$ cat src/rtl/mem_arb_pkg.sv
// ---------------------------------------------------------------------------
// mem_arb_pkg
//   Shared encodings for the memory port arbiter: FSM state codes and the
//   2:1 address/write-data mux select values.
// ---------------------------------------------------------------------------
package mem_arb_pkg;

    typedef enum logic [1:0] {
        ST_IDLE = 2'd0,
        ST_BUSY = 2'd1,
        ST_ACK  = 2'd2
    } arb_state_t;

    localparam logic SEL_FETCH = 1'b0;
    localparam logic SEL_DATA  = 1'b1;

    // Grant decision when both sides may be requesting. rr selects the
    // round-robin tie-break against last_owner; otherwise data has priority.
    function automatic logic pick_winner(input logic if_req,
                                         input logic d_req,
                                         input logic last_owner,
                                         input logic rr);
        logic w;
        if (rr && if_req && d_req)
            w = ~last_owner;
        else
            w = d_req ? SEL_DATA : SEL_FETCH;
        return w;
    endfunction

endpackage

$ cat src/rtl/arb_watchdog.sv
// ---------------------------------------------------------------------------
// arb_watchdog
//   Counts cycles while enabled and flags expiry on the cycle the count
//   reaches TIMEOUT_CYC-1. With TIMEOUT_CYC == 0 the counter is not built and
//   expire is tied low.
// Ports
//   clk     in  clock
//   rst     in  synchronous active-high reset
//   clr     in  zero the count
//   en      in  count this cycle
//   expire  out combinational: en && count == TIMEOUT_CYC-1
// ---------------------------------------------------------------------------
module arb_watchdog #(
    parameter int TIMEOUT_CYC = 16,
    parameter int CNT_W       = 8
) (
    input  logic clk,
    input  logic rst,
    input  logic clr,
    input  logic en,
    output logic expire
);

    generate
        if (TIMEOUT_CYC == 0) begin : g_off
            logic unused_in;
            assign unused_in = ^{clk, rst, clr, en};
            assign expire    = 1'b0;
        end else begin : g_on
            logic [CNT_W-1:0] cnt;

            always_ff @(posedge clk) begin
                if (rst || clr)
                    cnt <= '0;
                else if (en)
                    cnt <= cnt + 1'b1;
            end

            assign expire = en && (cnt == CNT_W'(TIMEOUT_CYC - 1));
        end
    endgenerate

endmodule

$ cat src/rtl/mem_port_arbiter.sv
// ---------------------------------------------------------------------------
// mem_port_arbiter
//   Shares one single-port memory between instruction fetch (requester 0)
//   and MEM-stage data access (requester 1). Drives the 2:1 mux select,
//   sequences IDLE -> BUSY -> ACK and pulses the owner's ack. A watchdog
//   forces completion if the port never answers and latches timeout_err.
//   Optional macro ARB_RR_EN: round-robin tie-break instead of data priority.
// Ports
//   clk, rst          clock, synchronous active-high reset
//   if_req, d_req     requests, held until the matching ack
//   d_we              data request is a write (sampled at grant)
//   port_req, port_we memory port request / write strobe
//   port_ready        port finished the access this cycle (BUSY only)
//   sel               mux select: 0 fetch, 1 data
//   if_ack, d_ack     one-cycle completion pulses
//   busy              state is not IDLE
//   timeout_err       sticky watchdog flag
// ---------------------------------------------------------------------------
module mem_port_arbiter
    import mem_arb_pkg::*;
#(
    parameter int TIMEOUT_CYC = 16,
    parameter int CNT_W       = 8
) (
    input  logic clk,
    input  logic rst,
    input  logic if_req,
    input  logic d_req,
    input  logic d_we,
    output logic port_req,
    output logic port_we,
    input  logic port_ready,
    output logic sel,
    output logic if_ack,
    output logic d_ack,
    output logic busy,
    output logic timeout_err
);

    arb_state_t state;
    logic       winner;
    logic       expire;
    logic       in_busy;

`ifdef ARB_RR_EN
    logic last_owner;
    assign winner = pick_winner(if_req, d_req, last_owner, 1'b1);

    always_ff @(posedge clk) begin
        if (rst)
            last_owner <= SEL_FETCH;
        else if (state == ST_IDLE && (if_req || d_req))
            last_owner <= winner;
    end
`else
    assign winner = pick_winner(if_req, d_req, SEL_FETCH, 1'b0);
`endif

    assign in_busy = (state == ST_BUSY);

    // Count is held at zero outside BUSY, so every transaction starts fresh.
    arb_watchdog #(
        .TIMEOUT_CYC (TIMEOUT_CYC),
        .CNT_W       (CNT_W)
    ) u_wdog (
        .clk    (clk),
        .rst    (rst),
        .clr    (~in_busy),
        .en     (in_busy),
        .expire (expire)
    );

    always_ff @(posedge clk) begin
        if (rst) begin
            state       <= ST_IDLE;
            port_req    <= 1'b0;
            port_we     <= 1'b0;
            sel         <= SEL_FETCH;
            if_ack      <= 1'b0;
            d_ack       <= 1'b0;
            busy        <= 1'b0;
            timeout_err <= 1'b0;
        end else begin
            case (state)
                ST_IDLE: begin
                    if_ack <= 1'b0;
                    d_ack  <= 1'b0;
                    // sel keeps its last value while nobody asks
                    if (if_req || d_req) begin
                        state    <= ST_BUSY;
                        sel      <= winner;
                        port_req <= 1'b1;
                        port_we  <= (winner == SEL_DATA) && d_we;
                        busy     <= 1'b1;
                    end
                end
                ST_BUSY: begin
                    // sel/port_we frozen; ack goes to the owner whether the
                    // port answered or the watchdog gave up
                    if (port_ready || expire) begin
                        state    <= ST_ACK;
                        port_req <= 1'b0;
                        port_we  <= 1'b0;
                        if_ack   <= (sel == SEL_FETCH);
                        d_ack    <= (sel == SEL_DATA);
                        if (!port_ready)
                            timeout_err <= 1'b1;
                    end
                end
                ST_ACK: begin
                    // no arbitration here: the requester is still dropping req
                    state  <= ST_IDLE;
                    if_ack <= 1'b0;
                    d_ack  <= 1'b0;
                    busy   <= 1'b0;
                end
                default: begin
                    state    <= ST_IDLE;
                    port_req <= 1'b0;
                    port_we  <= 1'b0;
                    if_ack   <= 1'b0;
                    d_ack    <= 1'b0;
                    busy     <= 1'b0;
                end
            endcase
        end
    end

endmodule
$ cat config.mk
export PLATFORM = sky130hd
export DESIGN_NAME = mem_port_arbiter
export DESIGN_NICKNAME = d
export VERILOG_FILES = /design/src/rtl/mem_arb_pkg.sv /design/src/rtl/arb_watchdog.sv /design/src/rtl/mem_port_arbiter.sv
export SDC_FILE = /design/constraint.sdc
export NUM_CORES = 1
export LEC_CHECK = 0
export BUFFER_PORTS_ARGS = -buffer_cell sky130_fd_sc_hd__buf_4
export CAP_MARGIN = 20
export CORE_UTILIZATION = 50
export DETAILED_ROUTE_END_ITERATION = 16
export PLACE_DENSITY = 0.73
export SYNTH_ARGS = -nofsm -noshare
export SYNTH_HDL_FRONTEND = slang
export SYNTH_SLANG_ARGS = --single-unit
$ cat constraint.sdc
create_clock -name clk -period 4.1 [get_ports clk]
set_input_delay 0.615 -clock clk [delete_from_list [all_inputs] [get_ports clk]]
set_output_delay 0.615 -clock clk [all_outputs]
set_load 0.01 [all_outputs]
==> metrics, run 1 <==
drt initial violations=15; # DRC=0; via-per-instance ratio=5.37; Core Area=0.00132 mm^2; post-cts gate resize count=0; setup violators final=0; setup bufs post-CTS=0; Clock Skew=0.00215 ns; routed vias=580; Top Metal Used=met4; Max clock buf depth=2; Yosys warnings=0; CTS tree=built; DP HPWL=949 um; all-layer global routing usage=19.4%; setup TNS=0 ns; CP max FO=4; DIE WIDTH=39.8 um; Pwr per Cell Area=351 mW/mm^2; top-area cell type share of the netlist area=47.7%; Slew @ Worst Pin=0.500 ns; top cells by area, synth=dfxtp_1 (48%), nor2_1 (5.3%), a21oi_1 (4.9%); Buffers on Ports=12; Syn Inst Count=78; met1 wire length=654 um; minimum clock period=1.44 ns; Layout Cells excl Fill=108; dominant synthesized flop cell=dfxtp_1; fin util=64.2%; Final nets=101; # diodes=0; synth cell count leaders=dfxtp_1 (17), nor2_1 (10), a21oi_1 (7), nand2_1 (7); drt first pass iters=4; DIE HEIGHT=39.8 um; # rows=13; WL/cell=11.7 um; Synth cell types=31; hold crit path type=flip-flop to flip-flop; Worst slew margin=66.6%; Met3 Wirelength=54 um; global-route wire length before repair=1970 um; Critical Path AT=1.67 ns; sequential share of the synthesized area=47.7%; area delta synth->final=18.6%; initial antenna violation count=0; CTS root buffer=clkbuf_4; htree depth=1; Startpoint Class=flip-flop; Final Power=0.297 mW; syn nets=85; RSZ-0062 raised after global routing=false; CTS buffer count=3; clk slew on worst S/H paths=0.10 ns; final hold violations=0; Max Cap Violations=0; dpl cells=104; Antenna Nets Post-Route=0; clock latency on the worst-skew pair=0.29 ns; mapped cell area=713 um^2; clock sinks=17; Placer Congestion=0.740; Max Transition Viols Final=0; most frequent cell after synthesis=dfxtp_1; total grt overflow=0; P_leak=0.330 nW; final period utilization=35.2%; metal2 WL=546 um; VDD IR max=0.268 mV; Worst setup EP type=flip-flop; post-synth top area cell=dfxtp_1; average cell area after synthesis=9.14 um^2; Highest Clock Rate=0.692 GHz; I/O Pins=13; vias in the first global route=454; largest net degree at the start of global routing=11; die area=0.00158 mm^2; Critical Path RT=4.32 ns; starting density of the core=54.1%; async set-reset flop share out of synthesis=0%; fraction of layout cells with a size suffix above 1=20.4%; # hold bufs at CTS=0; Crit Path Class=flip-flop to flip-flop; synthesis-stage register bit count=17; status=finished clean; final WL=1270 um; EDFF count, synth=0
through the flow:
| stage | hold WS, ns | instance area [um^2] | setup WS, ns |
|---|---|---|---|
| 2_1_floorplan | 0.430 | 713 | 2.70 |
| 3_3_place_gp | 0.451 | 818 | 2.56 |
| 3_5_place_dp | 0.454 | 818 | 2.53 |
| 4_1_cts | 0.477 | 846 | 2.64 |
| 5_1_grt | 0.500 | 846 | 2.55 |
| 6_report | 0.471 | 846 | 2.66 |
critical path, cell delays in order, from the launching register on:
cell	delay, ns
dfxtp_1	0.35
ha_1	0.25
and3_1	0.24
a21oi_1	0.31
mux2i_1	0.22
state kept, by name (all words and copies together) (netlist names):
| signal | flops |
|---|---|
| timeout_err | 1 |
| if_ack | 1 |
| port_req | 1 |
| u_wdog.g_on.cnt | 8 |
| port_we | 1 |
| state | 2 |
| d_ack | 1 |
| busy | 1 |
| sel | 1 |
placed cells by master (no fill, tap or decap), drive strengths merged:
master   Yosys  final
dfxtp       17     17
buf          0     12
nor2        10     10
nand2        7      7
a21oi        7      7
or4          3      3
nand3        3      3
o21ai        3      3
clkbuf       1      3
nor3b        2      2
mux2i        2      2
o31ai        2      2
xnor2        2      2
nand2b       1      1
and3         1      1
nor4         1      1
o21a         1      1
a31oi        1      1
nand3b       1      1
nand4        1      1
and2         1      1
or3          1      1
o21ba        1      1
o21bai       1      1
o211ai       1      1
nand4b       1      1
inv          1      1
o2111ai      1      1
or4b         1      1
xor2         1      1
a21bo        1      1
ha           1      1
clkinv       0      1
power by group:
part | leakage, nW | internal (mW) | switching, mW | total (mW)
Sequential | 0.139 | 0.172 | 0.00621 | 0.178
Combinational | 0.174 | 0.0167 | 0.0148 | 0.0315
Clock | 0.0177 | 0.0362 | 0.0515 | 0.0878
Total | 0.330 | 0.225 | 0.0726 | 0.297
layer usage:
| layer | vias to the layer above | GRT usage (%) |
|---|---|---|
| li1 | 316 | - |
| met2 | 9 | 29.1 |
| met1 | 253 | 24.9 |
| met4 | 0 | 5.17 |
| met3 | 2 | 8.52 |
| met5 | - | 0 |
cell families (layout without fill, tap and decap cells):
kind of cell | Yosys count | count (layout) | share of synthesized area, %
AND/OR/NAND/NOR | 34 | 34 | 25.8
AO/OA/AOI/OAI | 19 | 19 | 17.2
flip-flops | 17 | 17 | 47.7
XOR/XNOR | 3 | 3 | 3.68
multiplexers | 2 | 2 | 2.81
buffers and inverters | 2 | 17 | 1.05
adder cells (fa/ha/maj) | 1 | 1 | 1.75
final cells by class:
cell class                      instances  area, um^2
Clock buffer                            3        22.5
Clock inverter                          1        5.00
Fill cell                             121         472
Inverter                                1        3.75
Multi-Input combinational cell         59         365
Sequential cell                        17         340
Tap cell                               15        18.8
Timing Repair Buffer                   12        90.1
worst paths after layout:
check                     start  cells after the start  endpoint  slack, ns
max          u_wdog.g_on.cnt[0]                      4    if_ack       2.66
min                       d_ack                      2     d_ack       0.47
max reg2reg  u_wdog.g_on.cnt[0]                      4    if_ack       2.66
min reg2reg               d_ack                      2     d_ack       0.47
Note: power is estimated with default switching activity, not from simulation.
==> inputs of run 2 (changes only) <==
==> constraint.sdc (replaced) <==
create_clock -name clk -period 1.4 [get_ports clk]
set_input_delay 0.21 -clock clk [delete_from_list [all_inputs] [get_ports clk]]
set_output_delay 0.21 -clock clk [all_outputs]
set_load 0.01 [all_outputs]
==> run 2 against run 1 <==
Compared with the run above: first-iteration DRC count is 13% lower; non-clock buffer count is 3 higher; utilization is 3.8 points higher; worst setup slack worse by 2.6 ns; critical endpoint is now port_we; highest routed layer unchanged.
==> metrics, run 2 (synthesized netlist as in run 1, its figures left out) <==
drt first pass iters=3 (was 4); final period utilization=94.0% (was 35.2%); die area=0.00158 mm^2 (unchanged); fraction of layout cells with a size suffix above 1=29.2% (was 20.4%); Max Cap Violations=0 (unchanged); Critical Path AT=1.49 ns (was 1.67 ns); commonest non-fill, non-tap cell in the layout=buf_4 (was dfxtp_1); largest reg by FF count=u_wdog.g_on.cnt (unchanged); setup violators final=0 (unchanged); WL/cell=12.3 um (was 11.7 um); final hold slack=0.121 ns (was 0.471 ns); dpl cells=107 (was 104); largest net degree at the start of global routing=10 (was 11); slowest CP cell=or4_4 (was dfxtp_1); # hold bufs at CTS=0 (unchanged); Max Transition Viols Final=0 (unchanged); most frequent cells in the layout=buf_4 (15), dfxtp_1 (14), nor2_1 (10), nand2_1 (7), a21oi_1 (6) (was dfxtp_1 (17), buf_4 (12), nor2_1 (10), nand2_1 (7), a21oi_1 (7)); Worst slew margin=64.1% (was 66.6%); starting density of the core=54.1% (unchanged); slowest stage delay, CP=0.55 ns (was 0.35 ns); Critical Path RT=1.58 ns (was 4.32 ns); # diodes=0 (unchanged); vias in the first global route=503 (was 454); Placer Congestion=0.721 (was 0.740); area delta synth->final=25.6% (was 18.6%); # rows=13 (unchanged); P_leak=0.343 nW (was 0.330 nW); Pwr per Cell Area=983 mW/mm^2 (was 351 mW/mm^2); status=finished clean (unchanged); Final nets=104 (was 101); htree depth=1 (unchanged); clk slew on worst S/H paths=0.10 ns (about the same); Worst setup EP type=flip-flop (unchanged); final hold violations=0 (unchanged); # DRC=0 (unchanged); hold crit path type=input pin to flip-flop (was flip-flop to flip-flop); post-cts gate resize count=2 (was 0); Finished Cell Area=896 um^2 (was 846 um^2); DIE HEIGHT=39.8 um (unchanged); top flop regs=u_wdog.g_on.cnt x8, state x2 (unchanged); via-per-instance ratio=5.56 (was 5.37); Core Area=0.00132 mm^2 (unchanged); Slew @ Worst Pin=0.533 ns (was 0.500 ns); Layout Cells excl Fill=111 (was 108); Crit Path Class=flip-flop to flip-flop (unchanged); routed vias=617 (was 580); Clock Skew=0.00513 ns (was 0.00215 ns); Buffers on Ports=12 (unchanged); Max clock buf depth=2 (unchanged); clock latency on the worst-skew pair=0.29 ns (about the same); drt initial violations=13 (was 15); Fill cells=100 (was 121); initial antenna violation count=0 (unchanged); CTS tree=built (unchanged); max reg flops=8 (unchanged); VDD IR max=0.757 mV (was 0.268 mV); Placed Area=841 um^2 (was 818 um^2); global-route wire length before repair=2170 um (was 1970 um); Highest Clock Rate=0.760 GHz (was 0.692 GHz); final WL=1370 um (was 1270 um); Antenna Nets Post-Route=0 (unchanged); minimum clock period=1.32 ns (was 1.44 ns); Startpoint Class=flip-flop (unchanged); CTS root buffer=clkbuf_4 (unchanged); all-layer global routing usage=20.5% (was 19.4%); setup bufs post-CTS=0 (unchanged); total grt overflow=0 (unchanged); worst path cell trace=or4_4 -> o2111ai_1 -> nand3_1 (was ha_1 -> and3_1 -> a21oi_1 -> mux2i_1); clock sinks=17 (unchanged); DIE WIDTH=39.8 um (unchanged); I/O Pins=13 (unchanged); CP max FO=4 (unchanged); DP HPWL=1010 um (was 949 um); CTS buffer count=3 (unchanged)
==> run 2: cell types whose count changed in the layout (fill, tap and decap cells not counted), sizes merged <==
cell and delta:
buf +3, clkinv -1, clkbuf +1
==> run 2: per-layer routing <==
layer  routed length (um)  GRT usage [%]
met1                  665           26.1
met2                  621           32.8
met3                   62           6.82
met4                   19           5.17
met5                    0              0
==> run 2: final cells by class <==
type / count / area [um^2] / area share (%)
multi-input cells: 59 / 390 / 43.6
well taps: 15 / 18.8 / 2.09
repair buffers: 15 / 113 / 12.6
clock buffers: 4 / 26.3 / 2.93
inverters: 1 / 3.75 / 0.419
flip-flops and latches: 17 / 344 / 38.4
==> run 2: path summary, 6_finish.rpt <==
path	start	end	slack, ns	depth (start not counted)
worst min register to register	busy	busy	0.48	1
worst max register to register	u_wdog.g_on.cnt[4]	port_we	0.08	3
worst min-delay path	rst	state[0]	0.12	2
worst max-delay path	u_wdog.g_on.cnt[4]	port_we	0.08	3
==> run 2: worst max-delay path, delay by kind of cell, from the launching register on <==
family          cells  cell delay (ns)
simple gates        2             0.66
flops               1             0.36
compound gates      1             0.19
==> run 2: stage by stage <==
step / power (mW) / TNS, ns / utilization [%] / setup slack (ns)
2_1_floorplan: 0.582 / 0 / - / 0.0855
3_3_place_gp: 0.629 / 0 / 63.8 / 0.0598
3_5_place_dp: 0.629 / -0.00661 / 63.8 / -0.00661
4_1_cts: 0.890 / 0 / 66.8 / 0.0318
5_1_grt: 0.921 / -0.0269 / 68.0 / -0.0166
6_report: 0.880 / 0 / 68.0 / 0.0835
==> run 2: where the power goes <==
group / total (mW) / internal (mW) / switching [mW]
clock: 0.258 / 0.111 / 0.148
combinational: 0.0998 / 0.0548 / 0.0450
sequential: 0.522 / 0.504 / 0.0184
